`config.mk`:
```
export PLATFORM = sky130hd
export DESIGN_NAME = iob_pcie_rx_engine
export DESIGN_NICKNAME = d
export VERILOG_FILES = /design/src/rtl/iob_pcie_rx_engine_pkg.sv /design/src/rtl/iob_pcie_rx_fifo.sv /design/src/rtl/iob_pcie_rx_engine.sv
export SDC_FILE = /design/constraint.sdc
export NUM_CORES = 1
export LEC_CHECK = 0
export CORE_MARGIN = 10
export CORE_UTILIZATION = 44
export DETAILED_ROUTE_END_ITERATION = 6
export PLACE_DENSITY = 0.7
export SLEW_MARGIN = 30
export SYNTH_ARGS = -nofsm -noshare
export SYNTH_HDL_FRONTEND = slang
export SYNTH_SLANG_ARGS = --single-unit
```
`constraint.sdc`:
```
create_clock -name clk -period 6.4 [get_ports clk]
set_input_delay 0.64 -clock clk [delete_from_list [all_inputs] [get_ports clk]]
set_output_delay 0.64 -clock clk [all_outputs]
set_load 0.005 [all_outputs]
```
`src/rtl/iob_pcie_rx_engine_pkg.sv`:
```
// Shared definitions for the RIFFA RX receive engine: FSM state encodings and default widths.
package iob_pcie_rx_engine_pkg;

    localparam int unsigned DATA_W_DEF      = 32;
    localparam int unsigned FIFO_ADDR_W_DEF = 4;
    localparam int unsigned LEN_W_DEF       = 32;

    typedef enum logic [1:0] {
        StIdle = 2'd0,
        StRecv = 2'd1,
        StDone = 2'd2
    } rx_state_e;

endpackage

```
`src/rtl/iob_pcie_rx_fifo.sv`:
```
// Synchronous first-word-fall-through FIFO; head word is presented combinationally on pop_data.
module iob_pcie_rx_fifo #(
    parameter int unsigned DATA_W = 32,
    parameter int unsigned ADDR_W = 4
) (
    input  logic              clk,
    input  logic              rst_n,
    input  logic              push,
    input  logic [DATA_W-1:0] push_data,
    input  logic              pop,
    output logic [DATA_W-1:0] pop_data,
    output logic              full,
    output logic              empty
);

    localparam logic [ADDR_W:0] FULL_LEVEL = (ADDR_W + 1)'(1 << ADDR_W);

    logic [DATA_W-1:0] mem [2**ADDR_W];
    logic [ADDR_W-1:0] wr_ptr_q;
    logic [ADDR_W-1:0] rd_ptr_q;
    logic [ADDR_W:0]   level_q;
    logic              do_push;
    logic              do_pop;

    assign full     = (level_q == FULL_LEVEL);
    assign empty    = (level_q == '0);
    assign do_push  = push && !full;
    assign do_pop   = pop && !empty;
    // Drive zero when empty so the head port is clean after reset or a flush.
    assign pop_data = empty ? '0 : mem[rd_ptr_q];

    always_ff @(posedge clk) begin
        if (do_push) begin
            mem[wr_ptr_q] <= push_data;
        end
    end

    always_ff @(posedge clk or negedge rst_n) begin
        if (!rst_n) begin
            wr_ptr_q <= '0;
            rd_ptr_q <= '0;
            level_q  <= '0;
        end else begin
            if (do_push) begin
                wr_ptr_q <= wr_ptr_q + 1'b1;
            end
            if (do_pop) begin
                rd_ptr_q <= rd_ptr_q + 1'b1;
            end
            case ({do_push, do_pop})
                2'b10:   level_q <= level_q + 1'b1;
                2'b01:   level_q <= level_q - 1'b1;
                default: level_q <= level_q;
            endcase
        end
    end

endmodule

```
`src/rtl/iob_pcie_rx_engine.sv`:
```
// RIFFA RX channel engine: accepts one host->FPGA transaction, buffers its words in a FIFO and
// streams them out with valid/ready, reporting done/abort and the latched transaction fields.
module iob_pcie_rx_engine
    import iob_pcie_rx_engine_pkg::*;
#(
    parameter int unsigned DATA_W      = DATA_W_DEF,
    parameter int unsigned FIFO_ADDR_W = FIFO_ADDR_W_DEF,
    parameter int unsigned LEN_W       = LEN_W_DEF
) (
    input  logic              clk,
    input  logic              rst_n,
    input  logic              chnl_rx,
    output logic              chnl_rx_ack,
    input  logic              chnl_rx_last,
    input  logic [LEN_W-1:0]  chnl_rx_len,
    input  logic [30:0]       chnl_rx_off,
    input  logic [DATA_W-1:0] chnl_rx_data,
    input  logic              chnl_rx_data_valid,
    output logic              chnl_rx_data_ren,
    output logic [DATA_W-1:0] out_data,
    output logic              out_valid,
    input  logic              out_ready,
    output logic              busy,
    output logic              done,
    output logic              abort,
    output logic [LEN_W-1:0]  rx_len,
    output logic [30:0]       rx_off,
    output logic              rx_last,
    output logic [LEN_W-1:0]  rx_count
);

    rx_state_e        state_q;
    logic             ack_q;
    logic             done_q;
    logic             abort_q;
    logic [LEN_W-1:0] len_q;
    logic [30:0]      off_q;
    logic             last_q;
    logic [LEN_W-1:0] count_q;

    logic fifo_full;
    logic fifo_empty;
    logic beat;
    logic last_beat;

    // Request a word only while there is room and the transaction still owes words.
    assign chnl_rx_data_ren = (state_q == StRecv) && !fifo_full && (count_q < len_q);
    assign beat             = chnl_rx_data_valid && chnl_rx_data_ren;
    assign last_beat        = beat && (count_q == len_q - 1'b1);

    assign chnl_rx_ack = ack_q;
    assign done        = done_q;
    assign abort       = abort_q;
    assign busy        = (state_q != StIdle);
    assign rx_len      = len_q;
    assign rx_off      = off_q;
    assign rx_last     = last_q;
    assign rx_count    = count_q;
    assign out_valid   = !fifo_empty;

    iob_pcie_rx_fifo #(
        .DATA_W (DATA_W),
        .ADDR_W (FIFO_ADDR_W)
    ) u_fifo (
        .clk       (clk),
        .rst_n     (rst_n),
        .push      (beat),
        .push_data (chnl_rx_data),
        .pop       (out_ready),
        .pop_data  (out_data),
        .full      (fifo_full),
        .empty     (fifo_empty)
    );

    always_ff @(posedge clk or negedge rst_n) begin
        if (!rst_n) begin
            state_q <= StIdle;
            ack_q   <= 1'b0;
            done_q  <= 1'b0;
            abort_q <= 1'b0;
            len_q   <= '0;
            off_q   <= '0;
            last_q  <= 1'b0;
            count_q <= '0;
        end else begin
            ack_q   <= 1'b0;
            done_q  <= 1'b0;
            abort_q <= 1'b0;
            case (state_q)
                StIdle: begin
                    if (chnl_rx) begin
                        len_q   <= chnl_rx_len;
                        off_q   <= chnl_rx_off;
                        last_q  <= chnl_rx_last;
                        count_q <= '0;
                        ack_q   <= 1'b1;
                        if (chnl_rx_len == '0) begin
                            done_q  <= 1'b1;
                            state_q <= StDone;
                        end else begin
                            state_q <= StRecv;
                        end
                    end
                end
                StRecv: begin
                    if (beat) begin
                        count_q <= count_q + 1'b1;
                    end
                    // A completing beat wins over a simultaneous drop of chnl_rx.
                    if (last_beat) begin
                        done_q  <= 1'b1;
                        state_q <= StDone;
                    end else if (!chnl_rx) begin
                        abort_q <= 1'b1;
                        state_q <= StIdle;
                    end
                end
                StDone: begin
                    if (!chnl_rx) begin
                        state_q <= StIdle;
                    end
                end
                default: state_q <= StIdle;
            endcase
        end
    end

endmodule

```
==> impl_metrics.py <==
metrics = {
    "cts": {
        "cts_repair_resize_count": 0,
        "insertion_delay_ns": 0.60,
        "clk_pin_slew_ns": 0.06,
        "cts-root-buf": "clkbuf_16",
        "cts_num_sinks": 626,
        "h-tree-depth": 3,
        "holdBufCountCts": 0,
        "cts_tree": "yes",
        "clk_path_buf_depth": 3,
        "postCtsSetupRepairBufs": 0,
        "cts_buffers": 67,
    },
    "route": {
        "vias_per_cell": 5.64,
        "drt_first_iter_violations": 1294,
        "routedWlPerCell_um": 23.9,
        "num_vias": 14900,
        "drc": 0,
        "detail-route-antenna-nets": 0,
        "firstDrtPassIters": 5,
        "drt-total-wl_um": 63100,
    },
    "worst_setup_path": {
        "crit_path_end_kind": "output port",
        "required_ns": 5.76,
        "r2r_start": "rx_len[25]$_DFFE_PN0P_",
        "reg2reg_to": "u_fifo.level_q[4]$_DFFE_PN0P_",
        "worstSetupPathType": "flip-flop to output port",
        "reg2regPathDepth": 16,
        "critPathLaunch": "u_fifo.rd_ptr_q[0]$_DFFE_PN0P_",
        "crit_fanout": 49,
        "endpoint": "out_data[28]",
        "startpoint_type": "flip-flop",
        "r2r_slack_ns": 2.18,
        "cp.arrival_ns": 3.88,
    },
    "place": {
        "io_buffers": 234,
        "dp_cells": 2515,
        "post_dp_cell_area_um2": 30100,
        "gp_congestion": 0.883,
        "dp_hpwl_um": 41700,
    },
    "synth": {
        "seq_area_frac_synth": 0.693,
        "synth-simple-area-share": 0.0768,
        "syn_avg_cell_area_um2": 17.0,
        "ys_warn_count": 0,
        "syn-cell-area_um2": 26300,
        "synth-xor-area-share": 0.0220,
        "syn_inst": 1546,
        "synth_most_common_cell": "edfxtp_1",
        "synth_edf_count": 512,
        "muxShareOfSynthArea": 0.140,
        "synth_top_family_by_area": "multiplexers",
        "ys.flop_type": "edfxtp_1",
        "synth.distinct_cells": 61,
        "yosys-top-cells-count": "edfxtp_1 (512), nand2_1 (166), mux4_2 (160), dfrtp_1 (114), clkbuf_1 (58)",
        "synthArstFlopShare": 0.182,
        "ys_ff_latch": 626,
        "synthAdderAreaFrac": 0.0212,
        "synthDominantCellAreaShare": 0.585,
        "synth_area_leaders": "edfxtp_1 (58%), mux4_2 (14%), dfrtp_1 (11%), nand2_1 (2.4%), ha_1 (2.0%)",
        "synth_top_area_cell": "edfxtp_1",
        "synth_compound_area_frac": 0.0280,
        "syn_nets": 1691,
    },
    "sta": {
        "rsz0062_at_grt": "no",
        "relSlewSlack": 0.376,
        "hold_viol_final": 0,
        "worstMarginPinSlew_ns": 0.936,
        "max_freq_mhz": 221,
        "setup_violations": 0,
        "tns_ns": 0,
        "min_period_ns": 4.52,
        "drv_slew": 0,
        "fin_worst_skew_ns": 0.0263,
        "period_share": 0.706,
    },
    "floorplanning": {
        "die_w_um": 264,
        "initial_core_util": 0.445,
        "core_um2": 59100,
        "die-height_um": 264,
        "io-pin-count": 235,
        "row_count": 89,
        "dieArea_um2": 69900,
    },
    "power": {
        "cellLeakagePower_nw": 11.1,
        "p_per_area_nw_per_um2": 375,
        "vdd_ir_drop_max_uv": 332,
    },
    "global_routing": {
        "antenna_found_initial": 1,
        "grt_max_degree": 78,
        "grt_pass1_vias": 15400,
        "grt_usage": 0.180,
        "overflow": 0,
        "grt_pass1_wl_um": 97100,
    },
    "layout": {
        "fillers": 4595,
        "drive_above_1_share": 0.179,
        "postLayoutCellArea_um2": 32200,
        "syn2layout_area_growth_pct": 22.5,
        "nets": 1957,
        "final_cells": 2641,
    },
    "min_path": {
        "hold_class": "primary input to asynchronous set/reset pin",
    },
    "run_status": {
        "status": "complete, no violations",
    },
    "job": {
        "cap_violations": 0,
    },
}
-- critical path, stage by stage, from the launching register on --
cell and delay, ns:
dfrtp_4 0.99, buf_12 0.44, mux4_2 0.57, mux4_2 0.50, and2_1 0.18, clkdlybuf4s50_1 0.54
-- registers in the layout, summed over array words and instances, names as in the netlist --
register,cells
u_fifo.mem,512
rx_count,32
rx_len,32
rx_off,31
u_fifo.level_q,5
u_fifo.rd_ptr_q,4
u_fifo.wr_ptr_q,4
state_q,2
abort,1
chnl_rx_ack,1
done,1
rx_last,1
-- metrics by stage --
step	power (W)	hold slack, ns	setup WS, ns	util
2_1_floorplan	0.00704	0.344	1.29	-
3_3_place_gp	0.00846	0.457	2.26	0.500
3_5_place_dp	0.00856	0.461	2.27	0.509
4_1_cts	0.0123	0.0381	1.76	0.544
5_1_grt	0.0126	0.0691	1.63	0.544
6_report	0.0121	0.0476	1.88	0.544
-- worst min path at each step --
stage | start | to | slack (ns) | depth (start not counted)
after detailed placement | rx_off[12]$_DFFE_PN0P_ | rx_off[12]$_DFFE_PN0P_ | 0.46 | 2
after global routing | rst_n | rx_len[5]$_DFFE_PN0P_ | 0.07 | 1
after global placement | rx_off[24]$_DFFE_PN0P_ | rx_off[24]$_DFFE_PN0P_ | 0.46 | 2
final | rst_n | rx_len[4]$_DFFE_PN0P_ | 0.05 | 1
after floorplan | rst_n | abort$_DFF_PN0_ | 0.34 | 0
after CTS | rst_n | rx_len[6]$_DFFE_PN0P_ | 0.04 | 1
-- cell families (layout without fill, tap and decap cells) --
kind of cell	Yosys count	in the layout
AO/OA/AOI/OAI	122	122
adder cells (fa/ha/maj)	44	44
other	0	2
AND/OR/NAND/NOR	395	395
buffers and inverters	126	446
flip-flops	626	626
multiplexers	167	167
XOR/XNOR	66	66
-- layer usage --
metal	vias to the layer above	global-route usage	wire length (um)	share of wire
met1	7731	0.241	26600	0.42
met5	-	0	0	0
li1	6566	-	-	-
met4	0	0.0561	1510	0.024
met3	97	0.0395	4300	0.068
met2	493	0.290	30700	0.49
-- layout by cell type, fill, tap and decap left out, types with 43 or more instances in the layout --
master,n
inv_1,49
clkbuf_16,69
edfxtp_1,512
ha_1,43
clkdlybuf4s50_1,233
nand2_1,166
xnor2_1,49
o21ai_0,54
mux4_2,160
dfrtp_1,110
-- area by class of cell --
type	instances	area, um2	share of cell area
Clock buffer	88	1810	0.0562
Sequential cell	626	18200	0.567
Multi-Input combinational cell	794	7690	0.239
Tap cell	773	967	0.0300
Timing Repair Buffer	273	3030	0.0941
Antenna cell	2	5.00	0.000155
Inverter	50	189	0.00587
Clock inverter	35	265	0.00824
-- where the power goes --
group,internal (W),switching (W)
logic,0.00193,0.00142
clock network,0.00209,0.00156
registers,0.00468,0.000386
total,0.00870,0.00337
No activity file was read; power rests on OpenSTA's default activity.
